$ cat src/rtl/game_flow_ctrl.sv
`default_nettype none
// ============================================================================
//  Module      : game_flow_ctrl
//  Description : Game flow controller that tracks Start / Roam / Battle / End.
//                In Start the player moves a cursor over a GRID_COLS x
//                GRID_ROWS selection grid (W/A/S/D, wrapping) and builds a
//                team of TEAM_SIZE distinct members (ENTER picks, BACKSPACE
//                undoes the last pick). Once the team is full, any other key
//                press enters Roam. Roam counts rooms and starts battles; a
//                battle either returns to Roam (win), ends the game as a
//                victory (MAX_BATTLES wins) or as a loss. In End, W restarts.
//  Revision    : 1.0 - initial release
// ----------------------------------------------------------------------------
//  Ports
//    Clk           in   system clock
//    Reset         in   synchronous active-high reset
//    keycode       in   8-bit USB keycode, 0 = no key
//    start_battle  in   roam block requests a battle (pulse)
//    end_battle    in   battle block finished (pulse)
//    result        in   qualifies end_battle: 1 = player won
//    new_room      in   player entered a new room (pulse)
//    is_start/is_roam/is_battle/is_end  out  one-hot state flags
//    cur_choice    out  cursor id, row*GRID_COLS+col
//    my_team       out  picked ids, slot k at [k*ID_W +: ID_W]
//    num_chosen    out  members picked so far
//    team_full     out  num_chosen == TEAM_SIZE
//    rooms         out  rooms entered, saturating at MAX_BATTLES
//    wins          out  battles won this game
//    victory       out  valid in End: 1 = all battles won
// ============================================================================
module game_flow_ctrl #(
    parameter int GRID_COLS   = 4,
    parameter int GRID_ROWS   = 2,
    parameter int TEAM_SIZE   = 3,
    parameter int MAX_BATTLES = 4,
    parameter int ID_W        = $clog2(GRID_COLS*GRID_ROWS),
    parameter int CNT_W       = $clog2(MAX_BATTLES+1)
) (
    input  logic                          Clk,
    input  logic                          Reset,
    input  logic [7:0]                    keycode,
    input  logic                          start_battle,
    input  logic                          end_battle,
    input  logic                          result,
    input  logic                          new_room,
    output logic                          is_start,
    output logic                          is_roam,
    output logic                          is_battle,
    output logic                          is_end,
    output logic [ID_W-1:0]               cur_choice,
    output logic [TEAM_SIZE*ID_W-1:0]     my_team,
    output logic [$clog2(TEAM_SIZE+1)-1:0] num_chosen,
    output logic                          team_full,
    output logic [CNT_W-1:0]              rooms,
    output logic [CNT_W-1:0]              wins,
    output logic                          victory
);

    localparam int NUM_W = $clog2(TEAM_SIZE+1);

    localparam logic [7:0] C_KEY_W     = 8'h1A;
    localparam logic [7:0] C_KEY_A     = 8'h04;
    localparam logic [7:0] C_KEY_S     = 8'h16;
    localparam logic [7:0] C_KEY_D     = 8'h07;
    localparam logic [7:0] C_KEY_ENTER = 8'h28;
    localparam logic [7:0] C_KEY_BKSP  = 8'h2A;

    localparam logic [NUM_W-1:0] C_TEAM_SIZE = NUM_W'(TEAM_SIZE);
    localparam logic [CNT_W-1:0] C_MAX_BATT  = CNT_W'(MAX_BATTLES);

    typedef enum logic [1:0] {
        S_START  = 2'd0,
        S_ROAM   = 2'd1,
        S_BATTLE = 2'd2,
        S_END    = 2'd3
    } state_t;

    state_t                    r_state,      w_state_nxt;
    logic [ID_W-1:0]           r_cur_choice, w_cur_nxt;
    logic [TEAM_SIZE*ID_W-1:0] r_my_team,    w_team_nxt;
    logic [NUM_W-1:0]          r_num_chosen, w_num_nxt;
    logic [CNT_W-1:0]          r_rooms,      w_rooms_nxt;
    logic [CNT_W-1:0]          r_wins,       w_wins_nxt;
    logic                      r_victory,    w_victory_nxt;
    logic                      r_team_full;
    logic [7:0]                r_prev_key;
    logic                      r_is_start, r_is_roam, r_is_battle, r_is_end;

    logic                      w_press;
    logic                      w_dup;

    // Cursor step with wrap inside the current row (A/D) or column (W/S).
    function automatic logic [ID_W-1:0] f_move(input logic [ID_W-1:0] cur,
                                               input logic [7:0]      key);
        int col;
        int row;
        col = int'(cur) % GRID_COLS;
        row = int'(cur) / GRID_COLS;
        case (key)
            C_KEY_A: col = (col == 0) ? GRID_COLS - 1 : col - 1;
            C_KEY_D: col = (col == GRID_COLS - 1) ? 0 : col + 1;
            C_KEY_W: row = (row == 0) ? GRID_ROWS - 1 : row - 1;
            C_KEY_S: row = (row == GRID_ROWS - 1) ? 0 : row + 1;
            default: ;
        endcase
        return ID_W'(row * GRID_COLS + col);
    endfunction

    // A press is a non-zero keycode that differs from last cycle's keycode,
    // so a held key fires once and a direct key-to-key change fires again.
    assign w_press = (keycode != 8'h00) && (keycode != r_prev_key);

    // Only the live slots (below num_chosen) count; undone slots keep stale
    // ids that must not block a re-pick.
    always_comb begin
        w_dup = 1'b0;
        for (int k = 0; k < TEAM_SIZE; k++) begin
            if ((k < int'(r_num_chosen)) &&
                (r_my_team[k*ID_W +: ID_W] == r_cur_choice)) begin
                w_dup = 1'b1;
            end
        end
    end

    always_comb begin
        w_state_nxt   = r_state;
        w_cur_nxt     = r_cur_choice;
        w_team_nxt    = r_my_team;
        w_num_nxt     = r_num_chosen;
        w_rooms_nxt   = r_rooms;
        w_wins_nxt    = r_wins;
        w_victory_nxt = r_victory;

        case (r_state)
            S_START: begin
                if (w_press) begin
                    if (keycode == C_KEY_ENTER) begin
                        if (!r_team_full && !w_dup) begin
                            w_team_nxt[int'(r_num_chosen)*ID_W +: ID_W] = r_cur_choice;
                            w_num_nxt = r_num_chosen + NUM_W'(1);
                        end
                    end else if (keycode == C_KEY_BKSP) begin
                        if (r_num_chosen != '0) begin
                            w_num_nxt = r_num_chosen - NUM_W'(1);
                        end
                    end else if (r_team_full) begin
                        // The leaving key is consumed; the cursor stays put.
                        w_state_nxt = S_ROAM;
                    end else begin
                        w_cur_nxt = f_move(r_cur_choice, keycode);
                    end
                end
            end

            S_ROAM: begin
                if (new_room && (r_rooms != C_MAX_BATT)) begin
                    w_rooms_nxt = r_rooms + CNT_W'(1);
                end
                if (start_battle) begin
                    w_state_nxt = S_BATTLE;
                end
            end

            S_BATTLE: begin
                if (end_battle) begin
                    if (result) begin
                        w_wins_nxt = r_wins + CNT_W'(1);
                        if (w_wins_nxt == C_MAX_BATT) begin
                            w_state_nxt   = S_END;
                            w_victory_nxt = 1'b1;
                        end else begin
                            w_state_nxt = S_ROAM;
                        end
                    end else begin
                        w_state_nxt   = S_END;
                        w_victory_nxt = 1'b0;
                    end
                end
            end

            S_END: begin
                // Restart keeps my_team so the previous team stays visible.
                if (w_press && (keycode == C_KEY_W)) begin
                    w_state_nxt   = S_START;
                    w_num_nxt     = '0;
                    w_wins_nxt    = '0;
                    w_rooms_nxt   = '0;
                    w_victory_nxt = 1'b0;
                    w_cur_nxt     = '0;
                end
            end

            default: w_state_nxt = S_START;
        endcase
    end

    always_ff @(posedge Clk) begin
        if (Reset) begin
            r_state      <= S_START;
            r_cur_choice <= '0;
            r_my_team    <= '0;
            r_num_chosen <= '0;
            r_team_full  <= 1'b0;
            r_rooms      <= '0;
            r_wins       <= '0;
            r_victory    <= 1'b0;
            r_prev_key   <= 8'h00;
            r_is_start   <= 1'b1;
            r_is_roam    <= 1'b0;
            r_is_battle  <= 1'b0;
            r_is_end     <= 1'b0;
        end else begin
            r_state      <= w_state_nxt;
            r_cur_choice <= w_cur_nxt;
            r_my_team    <= w_team_nxt;
            r_num_chosen <= w_num_nxt;
            r_team_full  <= (w_num_nxt == C_TEAM_SIZE);
            r_rooms      <= w_rooms_nxt;
            r_wins       <= w_wins_nxt;
            r_victory    <= w_victory_nxt;
            r_prev_key   <= keycode;
            r_is_start   <= (w_state_nxt == S_START);
            r_is_roam    <= (w_state_nxt == S_ROAM);
            r_is_battle  <= (w_state_nxt == S_BATTLE);
            r_is_end     <= (w_state_nxt == S_END);
        end
    end

    assign is_start   = r_is_start;
    assign is_roam    = r_is_roam;
    assign is_battle  = r_is_battle;
    assign is_end     = r_is_end;
    assign cur_choice = r_cur_choice;
    assign my_team    = r_my_team;
    assign num_chosen = r_num_chosen;
    assign team_full  = r_team_full;
    assign rooms      = r_rooms;
    assign wins       = r_wins;
    assign victory    = r_victory;

endmodule
`default_nettype wire

$ cat config.mk
export PLATFORM = sky130hd
export DESIGN_NAME = game_flow_ctrl
export DESIGN_NICKNAME = d
export VERILOG_FILES = /design/src/rtl/game_flow_ctrl.sv
export SDC_FILE = /design/constraint.sdc
export NUM_CORES = 1
export LEC_CHECK = 0
export ABC_AREA = 1
export BUFFER_PORTS_ARGS = -buffer_cell sky130_fd_sc_hd__buf_4
export CORE_MARGIN = 10
export CORE_UTILIZATION = 40
export CTS_CLUSTER_SIZE = 8
export DETAILED_ROUTE_END_ITERATION = 12
export PLACE_DENSITY_LB_ADDON = 0.3
export SLEW_MARGIN = 20
export SYNTH_ARGS = -nofsm -noshare
export SYNTH_HDL_FRONTEND = slang
export SYNTH_SLANG_ARGS = --single-unit
$ cat constraint.sdc
create_clock -name Clk -period 1.9 [get_ports Clk]
set_clock_uncertainty 0.2 [all_clocks]
set_input_delay 0.285 -clock Clk [delete_from_list [all_inputs] [get_ports Clk]]
set_output_delay 0.285 -clock Clk [all_outputs]
set_load 0.005 [all_outputs]
Yosys cells after proc, flatten, opt, wreduce, memory -nomap -nowiden
Cells that the tools add are included.

word-level totals
  bits in registers = 36
  input port bits = 14
  output and inout bits = 26
  logic and storage cells = 134

cells by class
  $add $sub $neg = 10
  multipliers = 1
  magnitude comparators = 3
  equality and inequality tests = 29
  shift-type cells = 2
  mux-type cells = 53
  reduce and logical (&&, ||, !) cells = 23

operators by type and width
  operator                number
  $logic_not 32->1        2
  $mux 3                  15
  $neg 4->33              1
  $shift 3x33->9 const A  1
  $shiftx 3x33->9         1
  $mux 2                  15
  $pmux 3 s2              4
  $eq 8x3->1 const B      2
  $eq 8x5->1 const B      2
  $eq 8x6->1 const B      2
  $ne 2x2->1 const B      8
  $mux 1                  14
  $reduce_and 4->1        3
  $eq 2x2->1 const B      5
  $bwmux 9                1
  $eq 3x3->1              3
  $ne 8x8->1              1
  $pmux 2 s4              1
  $reduce_bool 2->1       4
  $reduce_bool 8->1       1
  $logic_and 1x1->1       7
  $add 3x1->3 const B     2
  $eq 2x1->1 const B      3
  $ne 3x3->1 const B      2
  other kinds (17)        21

Depth between registers and ports, before layout
Gate-level depths: netlist (run 1).

  depth after elaboration = 14
  depth in mapped cells = 17

Least setup slack after synthesis (run 1)
No wires, ideal clock.

  kind = reg-to-reg
  from = register r_num_chosen[0] (netlist: num_chosen[0])
  to = register r_team_full (netlist: team_full)
  data arrival time = 1647 ps
  path slack = -11 ps
  stages on the path, launching flop included = 16
  path buffers = 0
  cell sequence = dfxtp_1 -> inv_1 -> ha_1 -> a21oi_1 -> nand2_1 -> nor2_1 -> nor2_2 -> nand2_2 -> nand2_1 -> nand2_1 -> nand2_1 -> nand2_1 -> nand2_1 -> nand2_1 -> nand2_1 -> nor2_1

on the way
  longest elaborated chain between the ends = 12
  elaborated cells on any way between the ends = 22
  classes of those cells = 2 x add/sub; 3 x order compare; 1 x eq/ne; 10 x mux; 6 x reduce/logical

ends and longest elaborated chain
  element                 RTL line  text
  from (decl)             81        logic [NUM_W-1:0] r_num_chosen, w_num_nxt;
  from (signal assigned)  216       r_num_chosen <= w_num_nxt;
  $lt 1x2->1              118       if ((k < int'(r_num_chosen)) &&
  $logic_and 1x1->1       118
  $mux 1 (3 in series)    118
  $logic_not 1->1         138       if (!r_team_full && !w_dup) begin
  $logic_and 1x1->1       138
  $mux 2                  138
  $mux 2                  137       if (keycode == C_KEY_ENTER) begin
  $mux 2                  136       if (w_press) begin
  $pmux 2 s2 *            134       case (r_state)
  $eq 2x2->1 *            217       r_team_full <= (w_num_nxt == C_TEAM_SIZE);
  to (signal assigned)    217
  to (decl)               85        logic r_team_full;

Mark *: on every way between the ends. The rest lies on a longest branch, timed or not.
A chain may end at the register's enable or synchronous reset.

Worst setup path in the final report (run 1)
  from = register r_num_chosen[1] (netlist: num_chosen[1])
  to = register r_my_team[4] (netlist: my_team[4])

on the way
  longest elaborated chain between the ends = 8
  elaborated cells on any way between the ends = 17
  classes of those cells = 1 x add/sub; 1 x mul; 3 x order compare; 2 x shift; 4 x mux; 6 x reduce/logical

ends and longest elaborated chain
  element                                                             RTL line  text
  parallel branches: the longest is 8 deep, another holds $neg 4->33  --
  to (signal assigned)                                                215       r_my_team <= w_team_nxt;
  to (decl)                                                           80        logic [TEAM_SIZE*ID_W-1:0] r_my_team, w_team_nxt;

Several ways; the timed one is not identified.

==> results.txt, run 1 <==
The number of global-route vias before repair is approximately 2100. The total via count in the routed design is 2412. The net switching fraction of the power came out at 24.55%. Counting every sink on the clock net gives 36.

The final-report max-slew violation count was 0. TritonCTS created 5 clock buffers. The combined area of the multi-input logic cells came out at 0.001535 mm². The wire length per cell after detailed routing is around 12 µm. The post-layout total power came out at about 1.5 mW. Measured along the y axis, the die boundary spans about 98 µm. The power density over the cells is 462.9 mW/mm².

The antenna diode count is 0. The final layout contains routed wiring with a total length of around 6000 µm. Clock tree synthesis selected as its root buffer the cell sky130_fd_sc_hd__clkbuf_8. The number of hold-slack violations in the final timing report came out at 0. Summing the sequential cell areas from Yosys gives just under 30% of the chip area. In this run the worst path has a maximum fanout of 4. The fmax came out at roughly 520 MHz. The cell count after placement is between 500 and 600. The initial standard-cell utilization of the core is 41.22%.

The layout overhead on the synthesized area came out at 28.80%. The number of hold-repair buffers added at the cts stage is 0. The level count of the clock H-tree is 2. The routing usage on met2 is 18.71%. In this run, the clock network consumes between 30% and 40% of the power. The worst setup slack before clock tree synthesis came out at -0.01471 ns. The floorplan step defined a die boundary enclosing around 0.0097 mm². In this run the most used layer during global routing was met2. The transition time at the pin with the least slew margin came out at roughly 0.31 ns. The number of optimization iterations in the first detailed-route pass is 4. The met1 demand-to-capacity share in global routing is 14.08%. The post-place instance area came out at between 0.002 and 0.003 mm².

The kind of capture point of the worst setup path is a flip-flop. The number of antenna violations at the first check in global routing is 0. The average instance in the mapped netlist occupies roughly 6.6 µm². The total net switching power is between 0.3 and 0.4 mW.

The number of standard-cell rows in the floorplan is 28. The post-route cell area came out at 0.003162 mm². The vias per cell is roughly 4.7. The final design utilization is between 50% and 60%. The global-route track usage on met3 came out at ~4.2%. The sequential share of power is a little over half. The fraction of final layout cells with drive strength greater than 1 came out at between 30 and 40%.

The insertion delay of the later-clocked pin in the worst-skew pair came out at 0.29 ns. The commonest cells after synthesis are 103 x sky130_fd_sc_hd__nand2_1, 49 x sky130_fd_sc_hd__nor2_1, 46 x sky130_fd_sc_hd__inv_1. IR analysis of the VDD net gives a maximum drop of roughly 0.00034 V. The global route total overflow is 0. The flop and latch count out of synthesis is 36. In this run the static leakage power is approximately 1.5 nW. The post-detailed-route count of antenna-violating nets is 0.

The combinational cell fraction of total power is 8.2%. Setup repair after global routing could not meet its margin everywhere. The CTS clock-pin slew for the worst setup and hold paths is 0.08 ns. The core area is a little under 0.006 mm². For this run, the leading register cell type out of synthesis is sky130_fd_sc_hd__dfxtp_1. For this block, the initial DRC count from the detailed router was 96. The final cell count without fillers came out at ~510. The distinct cell type count of the synthesized netlist is 35. The x dimension of the die is 98.34 µm. The estimated wirelength of the detail-placed design is approximately 4700 µm.

The leading area contributor after synthesis is sky130_fd_sc_hd__dfxtp_1. The post-synth net total came out at ~400. The maximum clock insertion buffer count is 2. The number of synthesized flops with an enable pin is 0. The layout net count is between 400 and 500. Entering global routing, the biggest net connects 15 pins.

The checks that failed: setup timing. The internal portion of total power came out at approximately 1.1 mW. The top-area cell type share of the netlist area came out at between 20% and 30%. The fraction of registers with async set or reset after synthesis came out at 0%. Fill cells in the final layout number between 600 and 700. TritonCTS built the clock tree.

Setup violations remaining at the end of the flow were counted as 5. During I/O placement, the number of pins put on the boundary was 40. The number of max-capacitance violations reported came out at 0. The worst pin sits at a relative slew slack of roughly four fifths. The time the final worst path needs with I/O delays and setup came out at 1.928 ns. The critical path is of the reg -> reg type. The first-pass GRT wire length is around 9500 µm.

Yosys attributes the largest share of cell area to sky130_fd_sc_hd__dfxtp_1 29%, sky130_fd_sc_hd__nand2_1 16%, sky130_fd_sc_hd__ha_1 8.7%. Port buffering added 39 buffers. After technology mapping, the gate count stands at roughly 370. Summing all flip-flop and latch instances after layout gives 729.5 µm². The final worst slack came out at -0.02781 ns.

The final weighted congestion in routability-driven placement is approximately 0.83. The path type of the worst min-delay path is in -> reg. Yosys instantiated no cell more often than sky130_fd_sc_hd__nand2_1.

The final critical path takes up 101.5% of the cycle. The run finished, with violations left. The detailed-route DRC error count came out at 0. The required time at the worst-slack endpoint is between 1.5 and 2 ns. The worst setup path is launched from a flip-flop.

The total number of yosys warnings is 0. Summing every instance area after synthesis gives roughly 0.0025 mm². The total routing usage reported by global routing came out at between 10% and 20%. Data arrives at the worst endpoint at between 1.5 and 2 ns.
[state kept, by name (all words and copies together) (netlist names)]
register	flops
wins	3
is_start	1
my_team	9
cur_choice	3
victory	1
r_prev_key	8
is_battle	1
r_state	2
rooms	3
is_roam	1
num_chosen	2
is_end	1
team_full	1
[through the flow]
stage	setup TNS, ns	hold slack (ns)
floorplan	0	0.1541
global placement	-0.03969	0.2755
detailed placement	-0.02044	0.2824
CTS	0	0.01960
global route	-1.441	0.03297
finish	-0.07806	0.02270
[area by class of cell]
class,count,share of cell area [%]
well taps,75,2.968
flip-flops and latches,36,23.07
inverters,60,7.281
repair buffers,63,15.20
clock buffers,6,2.612
multi-input cells,271,48.56
clock inverters,2,0.3166
[worst paths after layout]
path,from,slack (ns),cells past startpoint,endpoint
worst max-delay path,num_chosen[1]$_SDFF_PP0_,-0.03,13,my_team[4]$_SDFFE_PP0P_
worst min-delay path,keycode[7],0.02,3,r_prev_key[7]$_SDFF_PP0_
worst max register to register,num_chosen[1]$_SDFF_PP0_,-0.03,13,my_team[4]$_SDFFE_PP0P_
worst min register to register,my_team[0]$_SDFFE_PP0P_,0.29,2,my_team[0]$_SDFFE_PP0P_
[repair_timing]
action	4_1_cts	5_1_grt
resized for setup	1	23
pin swaps	0	9
setup endpoints to repair	5	17
hold endpoints to repair	0	0
setup buffers	0	3
[critical path, cell delays in order, from the launching register on]
cell and delay (ns):
sky130_fd_sc_hd__dfxtp_2 0.34, sky130_fd_sc_hd__buf_6 0.12, sky130_fd_sc_hd__ha_4 0.14, sky130_fd_sc_hd__a21boi_2 0.14, sky130_fd_sc_hd__nand2_1 0.06, sky130_fd_sc_hd__nor2_1 0.03
sky130_fd_sc_hd__nor2_1 0.10, sky130_fd_sc_hd__nand2_2 0.10, sky130_fd_sc_hd__nor2_4 0.13, sky130_fd_sc_hd__nand3_4 0.11, sky130_fd_sc_hd__nor2_4 0.14, sky130_fd_sc_hd__inv_2 0.06
sky130_fd_sc_hd__a21oi_2 0.09, sky130_fd_sc_hd__nor2_1 0.05
[layout by cell type (no fill, tap or decap), types with 3 or more instances in the layout]
cell / n
sky130_fd_sc_hd__nor2_4: 5
sky130_fd_sc_hd__nand2_1: 100
sky130_fd_sc_hd__a21oi_1: 13
sky130_fd_sc_hd__inv_1: 45
sky130_fd_sc_hd__nand3_4: 3
sky130_fd_sc_hd__or2_2: 3
sky130_fd_sc_hd__o21ai_1: 5
sky130_fd_sc_hd__inv_2: 12
sky130_fd_sc_hd__dfxtp_2: 4
sky130_fd_sc_hd__dfxtp_1: 31
sky130_fd_sc_hd__nand2_2: 10
sky130_fd_sc_hd__buf_4: 61
sky130_fd_sc_hd__nor2_2: 10
sky130_fd_sc_hd__xnor2_1: 4
sky130_fd_sc_hd__nor2_1: 46
sky130_fd_sc_hd__clkbuf_8: 6
sky130_fd_sc_hd__a21oi_2: 4
sky130_fd_sc_hd__nand3_2: 5
sky130_fd_sc_hd__ha_1: 16
sky130_fd_sc_hd__nand4_1: 5
sky130_fd_sc_hd__nor3_1: 6
sky130_fd_sc_hd__o21ai_0: 7
sky130_fd_sc_hd__nand3_1: 16
[kinds of logic (layout without fill, tap and decap cells)]
group / Yosys count / count (layout) / share of synthesized area, %
AOI/OAI and AO/OA: 36 / 36 / 8.258
xor gates and xnor gates: 5 / 5 / 1.784
adders and majority gates: 17 / 17 / 8.664
buffers and inverters: 65 / 131 / 10.55
DFF: 36 / 36 / 29.36
and+or+nand+nor: 213 / 213 / 41.39
[power groups by stage]
stage                     logic [mW]  clock network [mW]  registers [mW]
after global placement         0.119                   0           0.787
after detailed placement       0.120                   0           0.787
after global routing           0.137               0.627           0.769
final                          0.120               0.575           0.768
after floorplan               0.0670                   0           0.786
after CTS                      0.121               0.596           0.769
[per-layer routing]
metal / vias to the layer above / share of wire (%)
li1: 1278 / -
met1: 1069 / 46
met2: 57 / 47
met3: 8 / 6.2
met4: 0 / 0.99
met5: - / 0
No activity file was read; power rests on OpenSTA's default activity.
==> run 2: changes to the inputs <==
--- a/config.mk
+++ b/config.mk
@@ -11,7 +11,8 @@
 export CORE_UTILIZATION = 40
 export CTS_CLUSTER_SIZE = 8
 export DETAILED_ROUTE_END_ITERATION = 12
-export PLACE_DENSITY_LB_ADDON = 0.3
+export GPL_TIMING_DRIVEN = 0
+export PLACE_DENSITY = 0.73
 export SLEW_MARGIN = 20
 export SYNTH_ARGS = -nofsm -noshare
 export SYNTH_HDL_FRONTEND = slang
==> run 2 against run 1 <==
Non-clock buffer count down 12. The flow still finishes with violations (setup timing). Largest power group unchanged. Sequential power fell by 0.5%. Critical path type unchanged. Largest cell class unchanged. Total power fell by 0.78%. Critical path depth rose by 1. Worst setup slack lost 0.026 ns. Critical endpoint unchanged. Clock-buffer cell count rose by 2. Final area down 0.87%.
==> results.txt, run 2 (same netlist as run 1, synthesis figures left out) <==
The number of hold-slack violations in the final timing report was 0. The worst setup path is launched from a flip-flop. The startpoint identified for the worst hold timing path is Reset. The fraction of final layout cells with drive strength greater than 1 came out at a little under a third. The minimum setup slack among reg-to-reg paths came out at -0.05 ns. The floorplan step defined a die boundary enclosing just under 0.01 mm². The fraction of power consumed by the clock network came out at 39.2%.

The detailed-route DRC error count came out at 0. The net switching fraction of the power came out at a little under a quarter. Of all nets on the critical path, the largest fanout is 6. IR analysis of the VDD net gives a maximum drop of between 0.0002 and 0.0003 V. For this design the ratio of total power to cell area is between 400 and 500 mW/mm². The register with the most flip-flops in the layout has 9 of them. The chip height came out at roughly 98 µm.

The CTS clock-pin slew for the worst setup and hold paths is 0.07 ns. Compared with the post-synthesis result, the final layout area differs by 27.68%. The worst slew margin relative to its limit came out at between 70% and 80%. The path depth of the worst reg2reg path is 14. The number of optimization iterations in the first detailed-route pass is 4. The fmax is around 510 MHz. The post-route cell area came out at 0.003134 mm². After detailed placement, the total cell area comes to around 0.0028 mm². The path type of the worst min-delay path is in -> reg. The number of global-route vias before repair came out at about 2200. The worst slack on hold paths came out at 0.02426 ns.

The final wirelength is around 6000 µm. The initial standard-cell utilization of the core is ~41%. The total via count in the routed design came out at 2365. TritonCTS built the clock tree. The level count of the clock H-tree came out at 2. In this run the critical register-to-register path is captured at my_team[4]$_SDFFE_PP0P_. The tree built by TritonCTS fans out to 36 sinks. Leaving out fill and tap cells, the most frequent cells in the layout are 99 x sky130_fd_sc_hd__nand2_1, 45 x sky130_fd_sc_hd__buf_4, 44 x sky130_fd_sc_hd__nor2_1. Global routing finished with a remaining overflow of 0.

Setup repair after global routing could not meet its margin everywhere. The total routing usage reported by global routing came out at a little under an eighth. The cell with the biggest individual delay on the critical path is sky130_fd_sc_hd__dfxtp_4. The stage delay of the slowest cell on the critical path came out at 0.44 ns. The static leakage is 1.455 nW. The final worst slack came out at -0.05380 ns. Setup violations remaining at the end of the flow were counted as 9. The final reports fail on setup timing. The iteration-0 DRC count of the detailed router came out at 84. The number of port buffers came out at 39.

The total net switching power came out at 0.3482 mW. The wire-length estimate of the detail-placed layout is approximately 4500 µm. The required time at the worst-slack endpoint came out at 1.88 ns.

The floorplan has 28 rows. The insertion delay of the later-clocked pin in the worst-skew pair came out at ~0.29 ns. The critical path goes through ha_4 -> inv_2 -> nand2_1 -> nor2_1 -> nand2_1 -> nor2_2 -> nor2_2 -> nand2_2 -> nor2_4 -> nand3_4 -> nor2_4 -> inv_2 -> a21oi_2 -> nor2_1. The number of antenna violations at the first check in global routing was 0. The number of I/O pins came out at 40. Combinational cells account for roughly 8% of the total power.

The vias per cell is 4.721. The number of hold-repair buffers added at the cts stage came out at 0. Entering global routing, the biggest net connects 11 pins.

In this run the remaining antenna-violating nets after routing total 0. The first-pass GRT wire length is around 9800 µm. The core area is slightly below 0.006 mm². The arrival time at the worst endpoint is a little under 2 ns. The path with the worst hold slack has its endpoint at my_team[7]$_SDFFE_PP0P_. Summed over all failing endpoints, the final setup total negative slack is -0.2135 ns.

In this run the clock root is driven by a sky130_fd_sc_hd__clkbuf_8. The maximum clock insertion buffer count is 2. The library cell used most frequently in the layout, excluding fill and tap cells, is sky130_fd_sc_hd__nand2_1. The depth of the worst hold-timing path is 2. The worst setup slack before clock tree synthesis came out at -0.1898 ns. The final-report max-slew violation count came out at 0. Max-cap violations in this run came to 0.

The startpoint identified for the worst register-to-register timing path is num_chosen[0]$_SDFF_PP0_. In this run, CTS created clock tree buffers numbering 5. The time the final worst path needs with I/O delays and setup is between 1.5 and 2 ns. The sequential share of power is approximately 53%. The wire length per cell after detailed routing came out at about 12 µm. The internal portion of total power came out at around 1.1 mW. The kind of capture point of the worst setup path is a flip-flop. The path type of the worst setup path is reg -> reg. For the pin with the worst max-slew slack, the measured transition is ~0.44 ns. The layout net count came out at between 400 and 500. At the end of routability-driven placement, the weighted congestion stood at around 0.86.

The antenna diode count is 0. The x dimension of the die came out at between 90 and 100 µm. In the finished design, the share of the clock period the worst path needs comes to 102.8%.

The run finished, with violations left.
-- run 2: changes by cell type in the layout (fill, tap and decap cells not counted), moves of 3 or more --
cell	change
sky130_fd_sc_hd__buf_4	-16
sky130_fd_sc_hd__clkbuf_1	+3
sky130_fd_sc_hd__ha_4	+3
sky130_fd_sc_hd__inv_1	-3
sky130_fd_sc_hd__ha_1	-4
sky130_fd_sc_hd__dfxtp_4	+3
-- run 2: layout make-up --
type                    instances  area (µm²)
inverters                      60       237.7
fillers                       602        2821
repair buffers                 46       349.1
plain buffers                   5       38.79
multi-input cells             271        1585
clock buffers                   8       90.09
flip-flops and latches         36       739.5
well taps                      75       93.84
-- run 2: repair_timing --
item / 4_1_cts / 5_1_grt
buffers inserted: 7 / 0
endpoints found under the setup margin: 18 / 20
pin swaps: 7 / 9
cloned: 0 / 0
gates resized for setup: 24 / 26
-- run 2: metal layers --
layer  track usage (%)  routed length (µm)  vias to the layer above  share of wire [%]
li1                  -                   -                     1257                  -
met1             14.00                2789                     1062                 46
met2             20.52                2920                       39                 49
met3             2.819                 233                        7                3.9
met4             3.308                  65                        0                1.1
met5                 0                   0                        -                  0
-- run 2: stage by stage --
stage,std cells,power (mW),util [%]
after CTS,501,1.464,51.30
after global placement,486,0.8996,47.73
after global routing,501,1.518,52.63
final,501,1.452,52.63
after detailed placement,486,0.9020,47.73
after floorplan,372,0.8532,-
-- run 2: power by group through the flow --
| stage | Combinational (mW) | Sequential [mW] | Clock [mW] |
|---|---|---|---|
| finish | 0.119 | 0.764 | 0.569 |
| global route | 0.135 | 0.765 | 0.618 |
| CTS | 0.117 | 0.767 | 0.580 |
| detailed placement | 0.115 | 0.787 | 0 |
| global placement | 0.113 | 0.787 | 0 |
| floorplan | 0.0670 | 0.786 | 0 |
-- run 2: worst max-delay path, delay by kind of cell, from the launching register on --
kind            cells  cell delay, ns
simple gates       10            0.87
fa+ha+maj           1            0.15
buf+inv             2            0.09
flops               1            0.44
compound gates      1            0.10
-- run 2: worst max-delay path by stage --
stage | from | cells past startpoint | slack, ns | endpoint
4_1_cts | num_chosen[0]$_SDFF_PP0_ | 14 | -0.05 | my_team[5]$_SDFFE_PP0P_
2_1_floorplan | num_chosen[1]$_SDFF_PP0_ | 17 | 0.07 | team_full$_SDFF_PP0_
3_5_place_dp | num_chosen[1]$_SDFF_PP0_ | 17 | -0.19 | team_full$_SDFF_PP0_
3_3_place_gp | num_chosen[0]$_SDFF_PP0_ | 13 | -0.16 | my_team[5]$_SDFFE_PP0P_
5_1_grt | num_chosen[1]$_SDFF_PP0_ | 17 | -0.17 | team_full$_SDFF_PP0_
6_report | num_chosen[0]$_SDFF_PP0_ | 14 | -0.05 | my_team[4]$_SDFFE_PP0P_
